--- src/rtl/id_ex_pkg.sv ---
// Shared types and constants for the decode/execute boundary.
// Payload layout and the canonical NOP live here.
package id_ex_pkg;

  localparam int XLEN   = 32;
  localparam int REG_AW = 5;

  localparam logic [XLEN-1:0] INST_NOP = 32'h00000013;

  typedef struct packed {
    logic [XLEN-1:0]   inst;
    logic [XLEN-1:0]   inst_addr;
    logic [XLEN-1:0]   op1;
    logic [XLEN-1:0]   op2;
    logic [REG_AW-1:0] rd_addr;
    logic              reg_wen;
  } id_ex_t;

  localparam int PAYLOAD_W = $bits(id_ex_t);

endpackage

--- src/rtl/id_ex_pipe_reg.sv ---
// Width-parameterised payload register with load enable.
// Clears asynchronously; contents only matter while the owner's valid is set.
module pipe_reg #(
  parameter int WIDTH = 8
) (
  input  logic             clk,
  input  logic             rst_n,
  input  logic             en,
  input  logic [WIDTH-1:0] d,
  output logic [WIDTH-1:0] q
);

  always_ff @(posedge clk or negedge rst_n) begin
    if (!rst_n) begin
      q <= '0;
    end else if (en) begin
      q <= d;
    end
  end

endmodule

--- src/rtl/id_ex.sv ---
// Decode-to-execute pipeline register with a one-entry skid buffer.
// in_ready_o comes straight from the skid valid flop.
module id_ex
  import id_ex_pkg::*;
#(
  parameter logic [31:0] NOP_INST = INST_NOP
) (
  input  logic        clk,
  input  logic        rst_n,
  input  logic [31:0] inst_i,
  input  logic [31:0] inst_addr_i,
  input  logic [31:0] op1_i,
  input  logic [31:0] op2_i,
  input  logic [4:0]  rd_addr_i,
  input  logic        reg_wen_i,
  input  logic        in_valid_i,
  output logic        in_ready_o,
  output logic [31:0] inst_o,
  output logic [31:0] inst_addr_o,
  output logic [31:0] op1_o,
  output logic [31:0] op2_o,
  output logic [4:0]  rd_addr_o,
  output logic        reg_wen_o,
  output logic        out_valid_o,
  input  logic        out_ready_i,
  input  logic        flush_i
);

  id_ex_t in_pl;
  id_ex_t main_d;
  id_ex_t main_q;
  id_ex_t skid_q;

  logic main_v;
  logic skid_v;
  logic acc;
  logic fire;
  logic take_skid;
  logic main_en;
  logic skid_en;

  assign in_pl.inst      = inst_i;
  assign in_pl.inst_addr = inst_addr_i;
  assign in_pl.op1       = op1_i;
  assign in_pl.op2       = op2_i;
  assign in_pl.rd_addr   = rd_addr_i;
  assign in_pl.reg_wen   = reg_wen_i;

  assign in_ready_o = !skid_v;
  assign acc        = in_valid_i && in_ready_o;
  assign fire       = main_v && out_ready_i;
  assign take_skid  = fire && skid_v;

  // A flushed beat never lands in either entry.
  assign main_en = !flush_i &&
    (take_skid || (acc && (!main_v || out_ready_i)));
  assign skid_en = !flush_i &&
    acc && main_v && !out_ready_i;

  assign main_d = take_skid ? skid_q : in_pl;

  pipe_reg #(
    .WIDTH (PAYLOAD_W)
  ) u_main (
    .clk   (clk),
    .rst_n (rst_n),
    .en    (main_en),
    .d     (main_d),
    .q     (main_q)
  );

  pipe_reg #(
    .WIDTH (PAYLOAD_W)
  ) u_skid (
    .clk   (clk),
    .rst_n (rst_n),
    .en    (skid_en),
    .d     (in_pl),
    .q     (skid_q)
  );

  always_ff @(posedge clk or negedge rst_n) begin
    if (!rst_n) begin
      main_v <= 1'b0;
      skid_v <= 1'b0;
    end else if (flush_i) begin
      main_v <= 1'b0;
      skid_v <= 1'b0;
    end else begin
      if (main_en) begin
        main_v <= 1'b1;
      end else if (fire) begin
        main_v <= 1'b0;
      end
      if (take_skid) begin
        skid_v <= 1'b0;
      end else if (skid_en) begin
        skid_v <= 1'b1;
      end
    end
  end

  assign out_valid_o = main_v;
  assign inst_o      = main_v ? main_q.inst      : NOP_INST;
  assign inst_addr_o = main_v ? main_q.inst_addr : '0;
  assign op1_o       = main_v ? main_q.op1       : '0;
  assign op2_o       = main_v ? main_q.op2       : '0;
  assign rd_addr_o   = main_v ? main_q.rd_addr   : '0;
  assign reg_wen_o   = main_v && main_q.reg_wen;

endmodule

--- config.mk ---
export PLATFORM = sky130hd
export DESIGN_NAME = id_ex
export DESIGN_NICKNAME = d
export VERILOG_FILES = /design/src/rtl/id_ex_pkg.sv /design/src/rtl/id_ex_pipe_reg.sv /design/src/rtl/id_ex.sv
export SDC_FILE = /design/constraint.sdc
export NUM_CORES = 1
export LEC_CHECK = 0
export BUFFER_PORTS_ARGS = -buffer_cell sky130_fd_sc_hd__buf_2
export CAP_MARGIN = 20
export CORE_MARGIN = 3
export CORE_UTILIZATION = 35
export CTS_CLUSTER_DIAMETER = 60
export DETAILED_ROUTE_END_ITERATION = 8
export MAX_ROUTING_LAYER = met4
export RECOVER_POWER = 25
export SYNTH_ARGS = -nofsm -noshare
export SYNTH_HDL_FRONTEND = slang
export SYNTH_SLANG_ARGS = --single-unit
--- constraint.sdc ---
create_clock -name clk -period 2.2 [get_ports clk]
set_input_delay 0 -clock clk [delete_from_list [all_inputs] [get_ports clk]]
set_output_delay 0 -clock clk [all_outputs]
set_load 0.01 [all_outputs]
==> key figures, run 1 <==
Power
  – Static leakage: about 7.8 nW
  – Max VDD drop: approximately 0.00063 V
  – Logic gate share of total power: 18.2%
  – Clock share of power: 34.0%
  – Sw frac: 24.9%
  – Cell Pwr Density: 845 nW/um2
  – Sequential share of power: between 40% and 50%
  – Net Sw Power: roughly 3.5 mW
  – Int Pwr: 10.6 mW
  – Total Power: 14.2 mW

Detailed routing
  – Via density per instance: around 4.7
  – DR vias: just over 8000
  – Initial drt markers: 156
  – Final wirelength: 29.2 mm
  – DR WL/cell: 16.5 um
  – First-pass iteration count of the detailed router: 4
  – Antenna-violating nets left: 0
  – Remaining DRCs: 0

Die
  – Io pins: 275
  – Initial Util: 35.8%
  – Die H: 195 um
  – CORE AREA: roughly 35000 um2
  – Chip width: 195 um
  – Rows: just under 70
  – Die area: 37900 um2

Timing
  – RSZ-0062 raised after global routing: false
  – Crit share post-route: 91.9%
  – Min Hold Slack: 19.7 ps
  – Sum Neg Setup Slack: 0 ps
  – Slew Limit Fails: 0
  – Min Tclk post-route: about 2000 ps
  – Worst-margin pin slew: between 1000 and 1500 ps
  – Final hold violation count: 0
  – Worst setup margin: 178 ps
  – Fmax: 0.495 GHz
  – Rel. slew slack: 7.91%
  – Worst Skew: 6.48 ps
  – Final Setup Violations: 0

Global route
  – GRT Total Usage: 15.7%
  – Grt total ovfl: 0
  – Number of global-route vias before repair: about 9000
  – Antenna violations before repair: 0
  – Largest net degree at the start of global routing: 79
  – First-pass GRT wire length: 48.4 mm

Clocking
  – CTS tree: done
  – CTS sink cnt: 270
  – Resized Gates After CTS: 0
  – CTS Buf Count: 31
  – Root buffer cell: clkbuf_16
  – Clock buffer depth: 3
  – Post-CTS setup buffers: 0
  – Post-CTS Hold Buffers: 137
  – Clk Latency, worst-skew pair: 540 ps
  – H-tree depth: 1
  – Clk slew on worst S/H paths: 60 ps

Logic synthesis
  – Post-synth top cells: mux2_2, dfrtp_1, and2_1
  – Most area-consuming cells after synthesis: dfrtp_1, mux2_2, and2_1
  – Simple-Gate Fraction of Synth Area: 7.01%
  – Synth area leader: dfrtp_1
  – EDFF count, synth: 0
  – Mapped Area: 12500 um2
  – Asr flop ratio synth: 100%
  – Largest family of logic cells by synthesized area: multiplexers
  – Ys Warns: 0
  – Count of different cell masters after synthesis: 18
  – Avg Cell Area, Syn: about 14 um2
  – Post-Synthesis Cells: ~870
  – XOR/XNOR Fraction of Synth Area: 0%
  – Synth Area in Adders: 0%
  – Post-synthesis mux area share: 36.4%
  – Primary FF master, synth: dfrtp_1
  – Most frequent cell after synthesis: mux2_2
  – Post-synthesis compound-gate area fraction: less than 1%
  – #FFs+latches synth: 270
  – Top cell type's share of synthesized area: approximately 54%
  – Mapped Nets: 1012
  – Seq/Total Area, Yosys: between 50 and 60%

Final layout
  – # fillers: 3092
  – Finished Layout Cells: 1764
  – Final Instance Area: approximately 17000 um2
  – Layout area overhead: 34.3%
  – Final Core Density: just under 50%
  – Layout cells sized above 1: 56.8%
  – # nets final: 1424
  – # diodes: 0

Setup path
  – Critical Path Stages: 3
  – Worst R2R Start: out_valid_o
  – CP Max Fanout: 78
  – Buffers & Inverters on Critical Path: 2
  – Crit path cell chain: buf_4 -> and2_1 -> buf_2
  – R2R Setup Slk: roughly 300 ps
  – Top cell family by delay on the critical path: buffers and inverters
  – Critical Path End Type: primary output
  – R2R depth: 5
  – Startpoint class of the critical path: register
  – Setup Crit Path Kind: reg2out
  – Worst setup path startpoint: out_valid_o
  – CP max stage cell: buf_4
  – CP peak stage delay: 530 ps
  – Required time worst endpoint: around 2200 ps
  – Arrival time at the worst endpoint: a little over 2000 ps

Place
  – Routability cong.: 0.729
  – # port buffers: 274
  – Setup WS pre-CTS: 311 ps
  – Cell count after placement: 1570
  – Post-DP Area: around 14000 um2
  – Detail Placement HPWL: 18.7 mm

Job
  – Max-cap viol count: 0

Worst hold path
  – HP Class: in2async

Outcome
  – Status: finished, final reports clean
placed cells by master, fill, tap and decap left out, drive strengths merged:
cell / Yosys / routed
mux2: 402 / 402
buf: 29 / 291
dfrtp: 270 / 270
dlygate4sd3: 0 / 137
and2: 131 / 131
clkbuf: 28 / 58
clkinv: 0 / 7
nand2b: 3 / 3
inv: 2 / 2
nand3: 1 / 1
mux2i: 1 / 1
nor2b: 1 / 1
nor3: 1 / 1
nand4: 1 / 1
a21o: 1 / 1
nand2: 1 / 1
a21oi: 1 / 1
final timing paths:
kind,endpoint
setup / recovery,op1_o[2]
hold / removal,u_main.q[87]
setup reg to reg,u_skid.q[71]
min in group clk,u_skid.q[96]
hold reg to reg,u_main.q[68]
max in group asynchronous,u_main.q[123]
layout make-up:
cell class	count	area, um2	area share [%]
flip-flops and latches	270	6760	40.4
multi-input cells	544	5440	32.5
repair buffers	436	3020	18.0
clock buffers	50	917	5.48
well taps	455	569	3.40
clock inverters	7	42.5	0.254
inverters	2	7.51	0.0448
per-layer routing:
metal	part of all wire (%)	vias up	GRT usage, %	routed length (um)
li1	-	3871	-	-
met4	2.4	0	3.64	703
met3	4.8	46	2.86	1390
met1	45	4107	20.1	13200
met5	0	-	-	0
met2	48	197	26.2	13900
power groups by stage:
| stage | Combinational [mW] | Clock, mW | Sequential (mW) |
|---|---|---|---|
| floorplan | 1.70 | 0 | 6.65 |
| global placement | 2.36 | 0 | 6.79 |
| detailed placement | 2.44 | 0 | 6.85 |
| CTS | 2.64 | 5.01 | 6.77 |
| global route | 2.85 | 5.19 | 6.93 |
| finish | 2.58 | 4.81 | 6.77 |
cell families after synthesis:
kind of cell           Yosys count
AO/OA/AOI/OAI                    2
buffers and inverters           59
flip-flops                     270
multiplexers                   403
AND/OR/NAND/NOR                139
registers in the layout, summed over array words and instances, names as in the netlist:
register,count
u_skid.q,134
u_main.q,134
out_valid_o,1
skid_v,1
Note: power is estimated with default switching activity, not from simulation.
==> run 2, diff against run 1 <==
CORE_MARGIN = 2   (was 3)
PLACE_DENSITY = 0.66   (was not set)
==> key figures, run 2 (synthesis gave the netlist of run 1 again) <==
Die
  – Io pins: 275 (unchanged)
  – Chip width: 193 um (was 195 um)
  – Die area: 37200 um2 (was 37900 um2)
  – Rows: 69 (was 68)
  – CORE AREA: 35300 um2 (was 34800 um2)
  – Initial Util: 35.3% (was 35.8%)
  – Die H: 193 um (was 195 um)

Global route
  – First-pass GRT wire length: 46.0 mm (was 48.4 mm)
  – Antenna violations before repair: 1 (was 0)
  – Largest net degree at the start of global routing: 67 (was 79)
  – GRT Total Usage: 15.9% (was 15.7%)
  – Grt total ovfl: 0 (unchanged)
  – Number of global-route vias before repair: 9086 (was 9094)

Setup path
  – R2R depth: 5 (unchanged)
  – Worst setup path startpoint: out_valid_o (unchanged)
  – Worst R2R Start: out_valid_o (unchanged)
  – Arrival time at the worst endpoint: 2300 ps (was 2020 ps)
  – Reg-to-reg endpoint: u_skid.q[127] (was u_skid.q[71])
  – Required time worst endpoint: 2590 ps (was 2200 ps)
  – R2R Setup Slk: 280 ps (was 300 ps)
  – CP Max Fanout: 25 (was 78)
  – Critical Path End Type: register (was primary output)
  – Startpoint class of the critical path: register (unchanged)
  – Critical path endpoint: u_skid.q[127] (was op1_o[2])
  – Setup Crit Path Kind: reg2reg (was reg2out)

Timing
  – Rel. slew slack: -13.9% (was 7.91%)
  – Worst-margin pin slew: 1710 ps (was 1380 ps)
  – Crit share post-route: 87.1% (was 91.9%)
  – RSZ-0062 raised after global routing: false (unchanged)
  – Fmax: 0.522 GHz (was 0.495 GHz)
  – Final Setup Violations: 0 (unchanged)
  – Min Tclk post-route: 1920 ps (was 2020 ps)
  – Sum Neg Setup Slack: 0 ps (unchanged)
  – Slew Limit Fails: 62 (was 0)
  – Worst Skew: 12.5 ps (was 6.48 ps)
  – Final hold violation count: 0 (unchanged)

Final layout
  – Most frequent cells in the layout: mux2_2, buf_2, dfrtp_1, dlygate4sd3_1, and2_1 (unchanged)
  – Most common cell after layout, fill and taps aside: mux2_2 (unchanged)
  – Finished Layout Cells: 1775 (was 1764)
  – Largest regs: u_main.q: 134 flops, u_skid.q: 134 flops (unchanged)
  – # nets final: 1431 (was 1424)
  – # fillers: 3127 (was 3092)
  – Layout cells sized above 1: 57.8% (was 56.8%)
  – Layout area overhead: 36.6% (was 34.3%)
  – Final Core Density: 48.2% (was 48.1%)

Detailed routing
  – Via density per instance: 4.71 (was 4.66)
  – DR vias: 8363 (was 8221)
  – DR WL/cell: 16.3 um (was 16.5 um)
  – Initial drt markers: 207 (was 156)
  – First-pass iteration count of the detailed router: 4 (unchanged)
  – Final wirelength: 29.0 mm (was 29.2 mm)
  – Remaining DRCs: 0 (unchanged)
  – Antenna-violating nets left: 0 (unchanged)

Clocking
  – Clk Latency, worst-skew pair: 510 ps (was 540 ps)
  – H-tree depth: 2 (was 1)
  – Clk slew on worst S/H paths: 60 ps (about the same)
  – Clock buffer depth: 3 (unchanged)
  – CTS Buf Count: 34 (was 31)
  – Root buffer cell: clkbuf_16 (unchanged)
  – CTS sink cnt: 270 (unchanged)
  – CTS tree: done (unchanged)

Power
  – Net Sw Power: 3.68 mW (was 3.52 mW)
  – Sw frac: 24.7% (was 24.9%)
  – Int Pwr: 11.2 mW (was 10.6 mW)
  – Clock share of power: 37.0% (was 34.0%)
  – Cell Pwr Density: 874 nW/um2 (was 845 nW/um2)
  – Static leakage: 7.93 nW (was 7.79 nW)
  – Sequential share of power: 45.5% (was 47.8%)
  – Logic gate share of total power: 17.5% (was 18.2%)
  – Max VDD drop: 0.000656 V (was 0.000627 V)

Place
  – Cell count after placement: 1580 (was 1570)
  – Detail Placement HPWL: 18.4 mm (was 18.7 mm)
  – Routability cong.: 0.712 (was 0.729)
  – # port buffers: 274 (unchanged)

Outcome
  – Status: complete, but fails checks (was finished, final reports clean)
  – Failing checks: max-capacitance violations, max-slew violations

Worst hold path
  – HP Class: in2reg (was in2async)

Job
  – Max-cap viol count: 1 (was 0)
run 2: layout make-up:
type / instances / area, um2 / area share [%]
antenna: 1 / 2.50 / 0.0147
clock buffer: 48 / 1030 / 6.03
clock inverter: 9 / 88.8 / 0.522
inverter: 2 / 7.51 / 0.0441
multi-input combinational: 544 / 5440 / 31.9
sequential: 270 / 6760 / 39.7
tap: 461 / 577 / 3.39
timing repair buffer: 440 / 3130 / 18.4
run 2: repair_timing:
item                      4_1_cts  5_1_grt
setup buffers                   0        0
hold endpoints to repair      511        0
hold buffers                  137        0
gates resized for setup         0        0
run 2: power by group through the flow:
stage | Sequential (mW) | Combinational [mW] | Clock [mW]
2_1_floorplan | 6.65 | 1.70 | 0
3_3_place_gp | 6.78 | 2.37 | 0
3_5_place_dp | 6.85 | 2.46 | 0
4_1_cts | 6.77 | 2.66 | 5.69
5_1_grt | 6.94 | 2.87 | 5.90
6_report | 6.77 | 2.61 | 5.51
run 2: metal layers:
layer / track usage (%) / part of all wire [%]
met3: 3.64 / 5.5
met1: 18.6 / 43
met5: - / 0
met4: 5.28 / 2.2
met2: 27.1 / 50
run 2: how the worst min path moves through the flow:
stage | from | to | depth (start not counted)
6_report | in_valid_i | skid_v | 4
3_5_place_dp | rst_n | u_main.q[123] | 1
2_1_floorplan | rst_n | out_valid_o | 0
3_3_place_gp | rst_n | u_main.q[123] | 1
4_1_cts | rst_n | u_main.q[123] | 2
5_1_grt | in_valid_i | skid_v | 4
run 2: stage by stage:
stage | hold WS (ps) | instance area, um2 | total power, mW | setup slack, ps
after floorplan | -296 | 12500 | 8.35 | 373
after global placement | -6.62 | 14600 | 9.16 | 346
after detailed placement | -0.943 | 14600 | 9.31 | 298
after CTS | 41.0 | 17100 | 15.1 | 285
after global routing | 179 | 17000 | 15.7 | 127
final | 165 | 17000 | 14.9 | 284
run 2: worst max-delay path, cell delays in order, from the launching register on:
cell	delay [ps]
dfrtp_4	450
nor2b_1	320
nand4_1	290
buf_12	260
buf_12	180
mux2_2	290
==> run 3, diff against run 2 <==
HOLD_SLACK_MARGIN = 0.03   (was not set)
clock period = 2.1 ns   (was 2.2 ns; I/O delays follow)
==> key figures, run 3 (synthesis gave the netlist of run 1 again) <==
Outcome
  – Status: finished, final reports clean (was complete, but fails checks)

Global route
  – GRT Total Usage: 15.8% (was 15.9%)
  – First-pass GRT wire length: 45.6 mm (was 46.0 mm)
  – Grt total ovfl: 0 (unchanged)
  – Number of global-route vias before repair: 8920 (was 9086)
  – Antenna violations before repair: 1 (unchanged)
  – Largest net degree at the start of global routing: 68 (was 67)

Power
  – Net Sw Power: 3.71 mW (was 3.68 mW)
  – Cell Pwr Density: 877 nW/um2 (was 874 nW/um2)
  – Logic gate share of total power: 18.5% (was 17.5%)
  – Sw frac: 24.9% (was 24.7%)
  – Int Pwr: 11.2 mW (about the same)
  – Clock share of power: 33.8% (was 37.0%)
  – Max VDD drop: 0.000667 V (was 0.000656 V)
  – Sequential share of power: 47.7% (was 45.5%)
  – Total Power: 14.9 mW (about the same)
  – Static leakage: 7.89 nW (was 7.93 nW)

Timing
  – Rel. slew slack: 35.6% (was -13.9%)
  – Fmax: 0.533 GHz (was 0.522 GHz)
  – RSZ-0062 raised after global routing: false (unchanged)
  – Crit share post-route: 89.3% (was 87.1%)
  – Sum Neg Setup Slack: 0 ps (unchanged)
  – Final hold violation count: 0 (unchanged)
  – Slew Limit Fails: 0 (was 62)
  – Worst Skew: 13.7 ps (was 12.5 ps)
  – Min Tclk post-route: 1880 ps (was 1920 ps)
  – Worst-margin pin slew: 966 ps (was 1710 ps)
  – Final Setup Violations: 0 (unchanged)

Clocking
  – Clock buffer depth: 3 (unchanged)
  – CTS sink cnt: 270 (unchanged)
  – H-tree depth: 1 (was 2)
  – CTS tree: done (unchanged)
  – Clk Latency, worst-skew pair: 560 ps (was 510 ps)
  – Clk slew on worst S/H paths: 60 ps (about the same)
  – Root buffer cell: clkbuf_16 (unchanged)
  – CTS Buf Count: 31 (was 34)

Setup path
  – R2R depth: 5 (unchanged)
  – CP peak stage delay: 440 ps (was 450 ps)
  – R2R Setup Slk: 220 ps (was 280 ps)
  – Top cell family by delay on the critical path: simple AND/OR/NAND/NOR gates (unchanged)
  – Setup Crit Path Kind: reg2reg (unchanged)
  – Arrival time at the worst endpoint: 2310 ps (was 2300 ps)
  – Worst R2R Start: out_valid_o (unchanged)
  – Buffers & Inverters on Critical Path: 2 (unchanged)
  – CP max stage cell: dfrtp_4 (unchanged)
  – Crit path cell chain: nor2b_1 -> nand4_1 -> buf_12 -> buf_4 -> mux2_2 (was nor2b_1 -> nand4_1 -> buf_12 -> buf_12 -> mux2_2)
  – Reg-to-reg endpoint: u_skid.q[3] (was u_skid.q[127])
  – Required time worst endpoint: 2540 ps (was 2590 ps)
  – Startpoint class of the critical path: register (unchanged)
  – Critical Path End Type: register (unchanged)
  – CP Max Fanout: 26 (was 25)

Die
  – Chip width: 193 um (unchanged)
  – Die area: 37200 um2 (unchanged)
  – Io pins: 275 (unchanged)
  – Initial Util: 35.3% (unchanged)
  – Die H: 193 um (unchanged)
  – Rows: 69 (unchanged)
  – CORE AREA: 35300 um2 (unchanged)

Final layout
  – Most frequent cells in the layout: mux2_2, buf_2, dfrtp_1, dlygate4sd3_1, and2_1 (unchanged)
  – Final Instance Area: 17000 um2 (about the same)
  – Layout area overhead: 36.0% (was 36.6%)
  – Finished Layout Cells: 1774 (was 1775)
  – # nets final: 1432 (was 1431)
  – Layout cells sized above 1: 57.5% (was 57.8%)
  – Largest regs: u_main.q: 134 flops, u_skid.q: 134 flops (unchanged)
  – Most common cell after layout, fill and taps aside: mux2_2 (unchanged)

Worst hold path
  – Hold Startpoint: in_valid_i (unchanged)
  – HP Class: in2reg (unchanged)
  – WHS Path Cells: 4 (unchanged)
  – Hold Path End: skid_v (unchanged)

Place
  – Post-DP Area: 14600 um2 (about the same)
  – Cell count after placement: 1583 (was 1580)
  – # port buffers: 274 (unchanged)
  – Routability cong.: 0.733 (was 0.712)
  – Detail Placement HPWL: 18.8 mm (was 18.4 mm)

Job
  – Max-cap viol count: 0 (was 1)

Detailed routing
  – Initial drt markers: 204 (was 207)
  – DR vias: 8319 (was 8363)
  – Via density per instance: 4.69 (was 4.71)
  – First-pass iteration count of the detailed router: 4 (unchanged)
  – Remaining DRCs: 0 (unchanged)
  – DR WL/cell: 16.2 um (was 16.3 um)
  – Antenna-violating nets left: 0 (unchanged)
  – Final wirelength: 28.8 mm (was 29.0 mm)
## run 3: worst max-delay path by stage
stage	start	end	cells after the start	slack, ps
2_1_floorplan	out_valid_o	u_main.q[56]	6	270
3_3_place_gp	out_valid_o	u_skid.q[125]	5	220
3_5_place_dp	out_valid_o	u_skid.q[2]	5	220
4_1_cts	out_valid_o	rd_addr_o[1]	3	190
5_1_grt	rst_n	u_main.q[104]	4	60
6_report	out_valid_o	u_skid.q[3]	5	220
## run 3: through the flow
stage	utilization (%)	setup WS [ps]	hold WS, ps
2_1_floorplan	-	273	-296
3_3_place_gp	41.5	219	-1.50
3_5_place_dp	41.5	216	-0.895
4_1_cts	48.0	188	131
5_1_grt	48.0	62.5	204
6_report	48.0	224	163
## run 3: power groups by stage
stage               combinational [mW]  sequential, mW  clock [mW]
floorplan                         1.78            6.97           0
global placement                  2.51            7.11           0
detailed placement                2.59            7.17           0
CTS                               2.81            7.09        5.24
global route                      3.03            7.26        5.43
finish                            2.76            7.09        5.03
## run 3: routing by layer
layer | GRT usage, % | vias up | routed length (um)
met5 | - | - | 0
met2 | 26.7 | 186 | 14100
met4 | 6.19 | 0 | 949
li1 | - | 3891 | -
met1 | 18.8 | 4185 | 12300
met3 | 2.69 | 57 | 1420
## run 3: final cells by class
type,count,area [um2]
fill,3092,18400
sequential,270,6760
multi-input combinational,544,5440
timing repair buffer,444,3230
clock buffer,46,902
tap,461,577
clock inverter,6,40.0
inverter,2,7.51
antenna,1,2.50
## run 3: repair_timing
| item | in CTS | in global routing |
|---|---|---|
| buffers inserted | 0 | 0 |
| hold buffers | 138 | 0 |
| hold endpoints to repair | 540 | 0 |
| gates resized for setup | 0 | 0 |
## run 3: worst min-delay path, delay by kind of cell
kind / cells / cell delay, ps
buf+inv: 2 / 370
compound gates: 1 / 100
simple gates: 1 / 200
